$ cat config.mk
export PLATFORM = sky130hd
export DESIGN_NAME = booth_mult_arbiter_flat
export DESIGN_NICKNAME = d
export VERILOG_FILES = /design/src/rtl/booth_mult_arbiter_if.sv /design/src/rtl/booth_mult_arbiter.sv /design/src/flat_wrapper.sv
export SDC_FILE = /design/constraint.sdc
export NUM_CORES = 1
export LEC_CHECK = 0
export CORE_MARGIN = 2
export CORE_UTILIZATION = 55
export CTS_CLUSTER_DIAMETER = 30
export CTS_CLUSTER_SIZE = 10
export DETAILED_ROUTE_END_ITERATION = 8
export DONT_BUFFER_PORTS = 1
export GPL_ROUTABILITY_DRIVEN = 0
export PLACE_DENSITY = 0.7
export SLEW_MARGIN = 10
export SYNTH_ARGS = -nofsm -noshare
export SYNTH_HDL_FRONTEND = slang
export SYNTH_SLANG_ARGS = --single-unit
$ cat constraint.sdc
create_clock -name clk -period 4.7 [get_ports clk]
set_clock_uncertainty 0.1 [all_clocks]
set_input_delay 1.41 -clock clk [delete_from_list [all_inputs] [get_ports clk]]
set_output_delay 1.41 -clock clk [all_outputs]
set_load 0.02 [all_outputs]
$ cat src/rtl/booth_mult_arbiter_if.sv
// Requester-side bus of booth_mult_arbiter: per-requester request and response channels.
interface booth_mult_arbiter_if #(
  parameter int unsigned NUM_REQ = 4,
  parameter int unsigned WIDTH   = 8
);
  logic [NUM_REQ-1:0]       req_valid;
  logic [NUM_REQ-1:0]       req_ready;
  logic [NUM_REQ*WIDTH-1:0] req_a;
  logic [NUM_REQ*WIDTH-1:0] req_b;
  logic [NUM_REQ*2-1:0]     req_sign;
  logic [NUM_REQ-1:0]       resp_valid;
  logic [NUM_REQ-1:0]       resp_ready;
  logic [2*WIDTH-1:0]       resp_product;
  logic                     resp_error;

  modport master (
    output req_valid, req_a, req_b, req_sign, resp_ready,
    input  req_ready, resp_valid, resp_product, resp_error
  );

  modport slave (
    input  req_valid, req_a, req_b, req_sign, resp_ready,
    output req_ready, resp_valid, resp_product, resp_error
  );
endinterface

$ cat src/rtl/booth_mult_arbiter.sv
// Round-robin sharing of one sequential multiplier core between NUM_REQ requesters,
// with a watchdog that turns a missing core completion into an error response.
module booth_mult_arbiter #(
  parameter int unsigned NUM_REQ = 4,
  parameter int unsigned WIDTH   = 8,
  parameter int unsigned TIMEOUT = 15
) (
  input  logic                       clk,
  input  logic                       rst,
  booth_mult_arbiter_if.slave        bus,
  output logic                       core_start,
  output logic [WIDTH-1:0]           core_multiplicand,
  output logic [WIDTH-1:0]           core_multiplier,
  output logic [1:0]                 core_sign_mode,
  input  logic [2*WIDTH-1:0]         core_product,
  input  logic                       core_done,
  output logic                       busy,
  output logic [$clog2(NUM_REQ)-1:0] grant_id
);

  localparam int unsigned GW = $clog2(NUM_REQ);
  localparam int unsigned CW = 8;
  localparam int unsigned PW = 2 * WIDTH;

  localparam logic [1:0] S_IDLE  = 2'd0;
  localparam logic [1:0] S_ISSUE = 2'd1;
  localparam logic [1:0] S_WAIT  = 2'd2;
  localparam logic [1:0] S_RESP  = 2'd3;

  logic [1:0]         state_q, state_d;
  logic [GW-1:0]      last_q, last_d;
  logic [GW-1:0]      grant_q, grant_d;
  logic [WIDTH-1:0]   a_q, a_d;
  logic [WIDTH-1:0]   b_q, b_d;
  logic [1:0]         sign_q, sign_d;
  logic               start_q, start_d;
  logic [CW-1:0]      wdog_q, wdog_d;
  logic [PW-1:0]      prod_q, prod_d;
  logic               err_q, err_d;
  logic [NUM_REQ-1:0] resp_valid_q, resp_valid_d;
  logic               busy_q, busy_d;

  logic               pick_found_c;
  logic [GW-1:0]      pick_c;
  logic [WIDTH-1:0]   sel_a_c;
  logic [WIDTH-1:0]   sel_b_c;
  logic [1:0]         sel_sign_c;
  logic [NUM_REQ-1:0] req_ready_c;
  logic               resp_take_c;

  // First valid requester after the last served one, wrapping around.
  always_comb begin : rr_search
    pick_found_c = 1'b0;
    pick_c       = last_q;
    for (int unsigned k = 1; k <= NUM_REQ; k++) begin
      if (!pick_found_c && bus.req_valid[GW'((32'(last_q) + k) % NUM_REQ)]) begin
        pick_found_c = 1'b1;
        pick_c       = GW'((32'(last_q) + k) % NUM_REQ);
      end
    end
  end

  always_comb begin : operand_mux
    sel_a_c    = '0;
    sel_b_c    = '0;
    sel_sign_c = '0;
    for (int unsigned i = 0; i < NUM_REQ; i++) begin
      if (pick_c == GW'(i)) begin
        sel_a_c    = bus.req_a[i*WIDTH +: WIDTH];
        sel_b_c    = bus.req_b[i*WIDTH +: WIDTH];
        sel_sign_c = bus.req_sign[i*2 +: 2];
      end
    end
  end

  // Accept is combinational so a request is taken in the cycle it is presented.
  always_comb begin : ready_decode
    req_ready_c = '0;
    if (!rst && state_q == S_IDLE && pick_found_c) begin
      for (int unsigned i = 0; i < NUM_REQ; i++) begin
        req_ready_c[i] = (pick_c == GW'(i));
      end
    end
  end

  assign resp_take_c = bus.resp_ready[grant_q];

  always_comb begin : fsm_next
    state_d      = state_q;
    last_d       = last_q;
    grant_d      = grant_q;
    a_d          = a_q;
    b_d          = b_q;
    sign_d       = sign_q;
    start_d      = 1'b0;
    wdog_d       = wdog_q;
    prod_d       = prod_q;
    err_d        = err_q;
    resp_valid_d = resp_valid_q;

    unique case (state_q)
      S_IDLE: begin
        if (pick_found_c) begin
          a_d     = sel_a_c;
          b_d     = sel_b_c;
          sign_d  = sel_sign_c;
          grant_d = pick_c;
          start_d = 1'b1;
          state_d = S_ISSUE;
        end
      end
      S_ISSUE: begin
        wdog_d  = '0;
        state_d = S_WAIT;
      end
      S_WAIT: begin
        wdog_d = wdog_q + CW'(1);
        // A completion on the timeout cycle still counts as a good result.
        if (core_done) begin
          prod_d       = core_product;
          err_d        = 1'b0;
          resp_valid_d = NUM_REQ'(1) << grant_q;
          state_d      = S_RESP;
        end else if (wdog_d == CW'(TIMEOUT)) begin
          prod_d       = '0;
          err_d        = 1'b1;
          resp_valid_d = NUM_REQ'(1) << grant_q;
          state_d      = S_RESP;
        end
      end
      S_RESP: begin
        if (resp_take_c) begin
          last_d       = grant_q;
          resp_valid_d = '0;
          state_d      = S_IDLE;
        end
      end
      default: begin
        state_d = S_IDLE;
      end
    endcase

    busy_d = (state_d != S_IDLE);
  end

  always_ff @(posedge clk or posedge rst) begin : state_regs
    if (rst) begin
      state_q      <= S_IDLE;
      last_q       <= GW'(NUM_REQ - 1);
      grant_q      <= '0;
      a_q          <= '0;
      b_q          <= '0;
      sign_q       <= '0;
      start_q      <= 1'b0;
      wdog_q       <= '0;
      prod_q       <= '0;
      err_q        <= 1'b0;
      resp_valid_q <= '0;
      busy_q       <= 1'b0;
    end else begin
      state_q      <= state_d;
      last_q       <= last_d;
      grant_q      <= grant_d;
      a_q          <= a_d;
      b_q          <= b_d;
      sign_q       <= sign_d;
      start_q      <= start_d;
      wdog_q       <= wdog_d;
      prod_q       <= prod_d;
      err_q        <= err_d;
      resp_valid_q <= resp_valid_d;
      busy_q       <= busy_d;
    end
  end

  assign bus.req_ready      = req_ready_c;
  assign bus.resp_valid     = resp_valid_q;
  assign bus.resp_product   = prod_q;
  assign bus.resp_error     = err_q;
  assign core_start         = start_q;
  assign core_multiplicand  = a_q;
  assign core_multiplier    = b_q;
  assign core_sign_mode     = sign_q;
  assign busy               = busy_q;
  assign grant_id           = grant_q;

endmodule
$ cat src/flat_wrapper.sv
// flat-port wrapper written by rule: the top's interface ports become plain ports
module booth_mult_arbiter_flat 
#(
  parameter int unsigned NUM_REQ = 4,
  parameter int unsigned WIDTH   = 8,
  parameter int unsigned TIMEOUT = 15
)
  (clk, rst, core_start, core_multiplicand, core_multiplier, core_sign_mode, core_product, core_done, busy, grant_id, bus_req_valid, bus_req_a, bus_req_b, bus_req_sign, bus_resp_ready, bus_req_ready, bus_resp_valid, bus_resp_product, bus_resp_error);
  booth_mult_arbiter_if #(.NUM_REQ(NUM_REQ), .WIDTH(WIDTH)) bus_i ();
  input  logic clk;
  input  logic rst;
  output logic core_start;
  output logic [WIDTH-1:0] core_multiplicand;
  output logic [WIDTH-1:0] core_multiplier;
  output logic [1:0] core_sign_mode;
  input  logic [2*WIDTH-1:0] core_product;
  input  logic core_done;
  output logic busy;
  output logic [$clog2(NUM_REQ)-1:0] grant_id;
  input wire logic [$bits(bus_i.req_valid)-1:0] bus_req_valid;
  input wire logic [$bits(bus_i.req_a)-1:0] bus_req_a;
  input wire logic [$bits(bus_i.req_b)-1:0] bus_req_b;
  input wire logic [$bits(bus_i.req_sign)-1:0] bus_req_sign;
  input wire logic [$bits(bus_i.resp_ready)-1:0] bus_resp_ready;
  output wire logic [$bits(bus_i.req_ready)-1:0] bus_req_ready;
  output wire logic [$bits(bus_i.resp_valid)-1:0] bus_resp_valid;
  output wire logic [$bits(bus_i.resp_product)-1:0] bus_resp_product;
  output wire logic [$bits(bus_i.resp_error)-1:0] bus_resp_error;
  assign bus_i.req_valid = bus_req_valid;
  assign bus_i.req_a = bus_req_a;
  assign bus_i.req_b = bus_req_b;
  assign bus_i.req_sign = bus_req_sign;
  assign bus_i.resp_ready = bus_resp_ready;
  assign bus_req_ready = bus_i.req_ready;
  assign bus_resp_valid = bus_i.resp_valid;
  assign bus_resp_product = bus_i.resp_product;
  assign bus_resp_error = bus_i.resp_error;
  booth_mult_arbiter #(.NUM_REQ(NUM_REQ), .WIDTH(WIDTH), .TIMEOUT(TIMEOUT)) u_core (.clk(clk), .rst(rst), .bus(bus_i), .core_start(core_start), .core_multiplicand(core_multiplicand), .core_multiplier(core_multiplier), .core_sign_mode(core_sign_mode), .core_product(core_product), .core_done(core_done), .busy(busy), .grant_id(grant_id));
endmodule
Word level (Yosys, flattened, before mapping)
Cells that the tools add are included.

operators by class
  reduce and logical (&&, ||, !) cells = 19
  equal/unequal tests = 9
  bitwise gates (word level) = 0
  multiplexer cells = 47
  shift-type cells = 1
  multiply operators = 0
  div/mod/pow operators = 0
  magnitude comparators = 5
  add/subtract/negate cells = 5

operators by type and width
  cell                 number
  $mux 8               8
  $mux 16              2
  $mux 2               12
  $mux 4               4
  $pmux 8 s2           1
  $lt 2x3->1 const B   5
  $mux 1               13
  $bmux 1 s2           5
  $add 8x1->8 const B  1
  $eq 2x2->1 const B   4
  $eq 8x4->1 const B   1
  $pmux 2 s4           1
  $pmux 4 s2           1
  $reduce_bool 2->1    4
  $reduce_and 2->1     3
  $logic_and 1x1->1    5
  $add 2x1->2 const B  2
  $add 2x2->2 const B  2
  $eq 2x1->1 const B   2
  $logic_not 1->1      4
  $logic_not 2->1      2
  $shl 1x2->4 const A  1
  $ne 3x2->1 const B   1
  $reduce_and 3->1     1
  $ne 2x1->1 const B   1

word-level totals
  input port bits = 99
  word-level logic and storage cells = 98
  bits in read-only memories = 0
  flip-flop bits (word level) = 55
  bits in latches = 0
  memory bits (writable) = 0
  memories = 0

Logic depth before layout (Yosys ltp)
  depth in word-level cells = 18
  mapped depth = 8
  depth with buffers taken out = 7

Worst setup path after synthesis
Ideal clock, no wire load.

  path type = input -> output
  start point = input port rst
  end point = output port bus_req_ready[0]
  data required time = 3.190 ns
  cell stages on the path = 3
  arrival time = 3.079 ns
  path slack = 0.111 ns
  cells stage by stage = inv_1 nand2_1 nor2_1

on the way
  cells in the longest elaborated chain, start to end = 4

ends and longest elaborated chain
  element                         line                      source
  start: declaration              flat_wrapper.sv:11        input logic rst;
  $logic_not 1->1                 booth_mult_arbiter.sv:79  if (!rst && state_q == S_IDLE && pick_found_c) begin
  $logic_and 1x1->1 (2 in a row)  booth_mult_arbiter.sv:79
  $mux 4                          booth_mult_arbiter.sv:79
  end: declaration                flat_wrapper.sv:25        output wire logic [$bits(bus_i.req_ready)-1:0] bus_req_ready;

No other way between the ends.

Worst setup path after layout
  start point = input port bus_req_valid[2]
  end point = output port bus_req_ready[1]

on the way
  cells in the longest elaborated chain, start to end = 14

ends and longest elaborated chain
  element                                          line                                                source
  start: declaration                               flat_wrapper.sv:20                                  input wire logic [$bits(bus_i.req_valid)-1:0] bus_req_valid;
  $bmux 1 s2                                       booth_mult_arbiter.sv:56                            if (!pick_found_c && bus.req_valid[GW'((32'(last_q) + k) % NUM_REQ)]) begin
  $mux 1 (not written as such)                     booth_mult_arbiter.sv:56
  $mux 1                                           booth_mult_arbiter.sv:56
  $logic_not 1->1                                  booth_mult_arbiter.sv:56
  $logic_and 1x1->1                                booth_mult_arbiter.sv:56
  $mux 1                                           booth_mult_arbiter.sv:56
  $logic_not 1->1                                  booth_mult_arbiter.sv:56
  $logic_and 1x1->1                                booth_mult_arbiter.sv:56
  $mux 1                                           booth_mult_arbiter.sv:56
  $logic_not 1->1                                  booth_mult_arbiter.sv:56
  $logic_and 1x1->1                                booth_mult_arbiter.sv:56
  $mux 2 or $mux 1 (tied branches)                 booth_mult_arbiter.sv:56
  $eq 2x1->1 or $logic_and 1x1->1 (tied branches)  booth_mult_arbiter.sv:81, booth_mult_arbiter.sv:79
  $mux 4 *                                         booth_mult_arbiter.sv:79

Mark *: on every way between the ends. The rest lies on a longest branch, timed or not. The select of a mux whose other input is x is not followed.

==> impl.org <==
** Clocking
- Clock network latency to the later pin of the worst-skew pair :: 310 ps
- Clock-pin transition on the worst setup and hold timing paths :: 100 ps
- Buffers inserted to repair hold after CTS numbered 0.
- Post-CTS repair changed the size of 0 cells.
- The clock drives 55 sinks.
- TritonCTS built the clock tree.
- Counting the buffers created by CTS gives 5.
- Setup repair bufs after CTS :: 0
- Counting along the longest clock path gives a buffer depth of 2.
- Library cell used as clock root buffer :: sky130_fd_sc_hd__clkbuf_8
- Level count of the clock H-tree :: 2

** Detailed routing
- 1st-iter DRT viols :: 155
- Number of nets with antenna violations after routing :: 0
- Mean routed wirelength per cell :: 17.0 um
- After detailed routing, the total wire length is 6.46 mm.
- The pre-antenna-repair detailed-routing pass consisted of 4 iterations.
- For this run, design rule violations remaining after detail routing come to 0.
- Routed via count divided by cell count :: 5.99
- Detailed routing inserted a total of 2,277 vias.

** Layout
- Nets :: 413
- Relative area change from synthesis to final layout :: 5.51%
- Fraction of layout instances using a drive strength above 1 :: 0.114
- Total inserted antenna cells :: 0

** Logic synthesis
- In the synthesized netlist the dominant register cell turns out to be sky130_fd_sc_hd__dfrtp_1.
- Count of warnings emitted by yosys :: 0
- Synthesis instantiated 45 different standard cells from the library.
- The average instance in the mapped netlist occupies 9.82 um2.
- Share of synthesized registers carrying an async set or reset :: 1.00
- Synthesis inferred 55 register bits.
- Counting every net in the synthesized netlist gives 416.
- Number of enable-type register cells in the synthesized netlist :: 0
- Post-synthesis cell count :: 310
- Of the synthesized area, sequential elements account for 0.453.
- Post-synthesis instance area :: 3040 um2

** Floorplan
- Chip width :: 78.4 um
- Die height :: 78.4 um
- Site row count :: 27
- Top Ports :: 146
- Standard cell core area :: 5440 um2
- Initial cell density of the core :: 0.559
- Die ar. :: 6140 um2

** GRT
- Overall routing resource usage :: 0.211
- The first global-routing pass estimated 10.2 mm of wire.
- Pin count of the biggest net entering global routing :: 56
- Antenna violations before repair :: 0
- Overall overflow remaining after global route :: 0
- The via count of the first global-routing pass is 2,141.

** Timing
- Setup violations remaining at the end of the flow were counted as 0.
- Time the worst path needs with I/O delays and setup :: 4000 ps
- Fmax :: 250 MHz
- In the final timing run, aggregate negative setup slack is 0 ps.
- The number of max-slew violations in the final report was 0.
- In the finished design, the share of the clock period the worst path needs comes to 0.852.
- Worst-Margin Slew :: 717 ps
- RSZ-0062 raised after global routing :: false
- Worst slew margin relative to its limit :: 0.520
- Endpoints failing hold :: 0

** Placed design
- HPWL reported at the end of detailed placement :: 4.80 mm
- Number of I/O port buffers :: 0

** Power and ir drop
- The worst-case IR drop observed on VDD is 0.000354 V.
- Leakage power figure :: 1.44 nW
- Power spread over the standard cell area amounts to 676 nW/um2.
- Design Power :: 0.00217 W

** Worst setup path
- The startpoint identified for the worst register-to-register timing path is u_core.wdog_q[1].
- Grouping stages by cell kind, the critical path spends the most delay in simple AND/OR/NAND/NOR gates.
- The critical path goes through or4_4 -> nand2_2 -> inv_1 -> o21ai_2 -> nor3_1 -> buf_4.
- STA classifies the critical path endpoint as an output pin.
- Critical path's slowest cell :: sky130_fd_sc_hd__or4_4
- The critical path starts at bus_req_valid[2].
- STA classifies the critical path startpoint as an input pin.
- Along the worst path, the maximum fanout reaches 6.
- Data arrives at the worst endpoint at 2490 ps.
- CP bufs+invs :: 2
- CP required :: 3190 ps
- In this design, the stage delay of the slowest critical-path cell is 530 ps.
- The critical path in this run is classified as in -> out.

** Min path
- The worst hold path begins at u_core.wdog_q[6].
- The worst hold path belongs to the class reg -> reg.

** Status
- The flow ran to the end, and the final reports show no timing, DRC or antenna violations.

** Flow run
- Across the run, the number of max-cap violations was 0.
layout make-up:
cell class / instances / area [um2]
tap: 72 / 90.1
fill: 467 / 2230
timing repair buffer: 7 / 52.6
sequential: 55 / 1380
clock buffer: 5 / 68.8
clock inverter: 3 / 46.3
inverter: 10 / 37.5
multi-input combinational: 228 / 1540
through the flow:
step	setup WS, ps	cells	util	hold slack (ps)	instance area (um2)
after floorplan	111	310	-	401	3040
after global placement	727	372	0.569	450	3100
after detailed placement	689	372	0.569	450	3100
after CTS	689	380	0.590	464	3210
after global routing	630	380	0.590	523	3210
final	697	380	0.590	465	3210
path summary, 6_finish.rpt:
check	to	slack, ps	cells past startpoint
max reg2reg	u_core.bus.resp_valid[3]	2150	6
min reg2reg	u_core.wdog_q[6]	470	1
min in group asynchronous	u_core.core_multiplicand[3]	1070	2
min	u_core.wdog_q[6]	470	1
max	bus_req_ready[1]	700	6
max in group asynchronous	u_core.core_multiplicand[1]	2980	2
cell usage after synthesis, types with 3 or more instances:
master / instances / area share
sky130_fd_sc_hd__nand2_1: 64 / 0.079
sky130_fd_sc_hd__dfrtp_1: 53 / 0.44
sky130_fd_sc_hd__mux2i_1: 37 / 0.12
sky130_fd_sc_hd__o21ai_0: 27 / 0.044
sky130_fd_sc_hd__o221ai_1: 17 / 0.049
sky130_fd_sc_hd__nor2_1: 14 / 0.017
sky130_fd_sc_hd__inv_1: 10 / 0.012
sky130_fd_sc_hd__buf_2: 7 / 0.012
sky130_fd_sc_hd__clkbuf_1: 7 / 0.0086
sky130_fd_sc_hd__ha_1: 7 / 0.029
sky130_fd_sc_hd__nor3_1: 6 / 0.0099
sky130_fd_sc_hd__nand3_1: 5 / 0.0082
sky130_fd_sc_hd__a21oi_1: 4 / 0.0066
sky130_fd_sc_hd__o2bb2ai_1: 4 / 0.012
sky130_fd_sc_hd__and3_1: 3 / 0.0062
sky130_fd_sc_hd__nand2b_1: 3 / 0.0062
sky130_fd_sc_hd__nor2b_1: 3 / 0.0062
sky130_fd_sc_hd__o211ai_1: 3 / 0.0074
registers in the layout, summed over array words and instances, names as in the netlist:
register                  cells
u_core.core_start             1
u_core.core_multiplicand      8
u_core.core_multiplier        8
u_core.busy                   1
u_core.wdog_q                 8
u_core.grant_id               2
u_core.core_sign_mode         2
u_core.state_q                2
u_core.bus.resp_product      16
u_core.bus.resp_valid         4
u_core.last_q                 2
u_core.bus.resp_error         1
where the power goes:
part           switching (W)  leakage [nW]  internal, W
clock network       0.000157        0.0548     0.000161
registers           0.000380         0.695     0.000675
logic               0.000457         0.690     0.000341
total               0.000994          1.44      0.00118
metal layers:
| metal | up-vias | part of all wire | track usage |
|---|---|---|---|
| li1 | 1105 | - | - |
| met1 | 1082 | 0.43 | 0.273 |
| met2 | 84 | 0.49 | 0.352 |
| met3 | 6 | 0.069 | 0.0529 |
| met4 | 0 | 0.011 | 0.0649 |
| met5 | - | 0 | 0 |
cells by family (layout without fill, tap and decap cells):
kind of cell | count (synthesis) | count (layout) | synth area share
and+or+nand+nor | 109 | 109 | 0.162
AOI/OAI and AO/OA | 71 | 71 | 0.174
DFF | 55 | 55 | 0.453
muxes | 41 | 41 | 0.140
buffers and inverters | 27 | 25 | 0.0424
adders and majority gates | 7 | 7 | 0.0288
cell usage in the layout (no fill, tap or decap), types with 2 or more instances in the layout:
| cell | instances |
|---|---|
| sky130_fd_sc_hd__a211oi_4 | 2 |
| sky130_fd_sc_hd__mux2_2 | 2 |
| sky130_fd_sc_hd__nor3_1 | 6 |
| sky130_fd_sc_hd__nand2_1 | 64 |
| sky130_fd_sc_hd__inv_1 | 9 |
| sky130_fd_sc_hd__nand4_1 | 2 |
| sky130_fd_sc_hd__nor2_1 | 14 |
| sky130_fd_sc_hd__o2bb2ai_1 | 4 |
| sky130_fd_sc_hd__dfrtp_1 | 53 |
| sky130_fd_sc_hd__o221ai_1 | 17 |
| sky130_fd_sc_hd__ha_1 | 7 |
| sky130_fd_sc_hd__buf_4 | 7 |
| sky130_fd_sc_hd__a22o_1 | 2 |
| sky130_fd_sc_hd__a21oi_1 | 4 |
| sky130_fd_sc_hd__nand2b_1 | 3 |
| sky130_fd_sc_hd__nor2b_1 | 3 |
| sky130_fd_sc_hd__o21ai_2 | 2 |
| sky130_fd_sc_hd__dfstp_2 | 2 |
| sky130_fd_sc_hd__mux2i_1 | 37 |
| sky130_fd_sc_hd__a32o_1 | 2 |
| sky130_fd_sc_hd__and3_1 | 2 |
| sky130_fd_sc_hd__nand3_1 | 5 |
| sky130_fd_sc_hd__a21o_1 | 2 |
| sky130_fd_sc_hd__o21ai_0 | 27 |
| sky130_fd_sc_hd__o211ai_1 | 3 |
| sky130_fd_sc_hd__clkbuf_8 | 5 |
No activity file was read; power rests on OpenSTA's default activity.
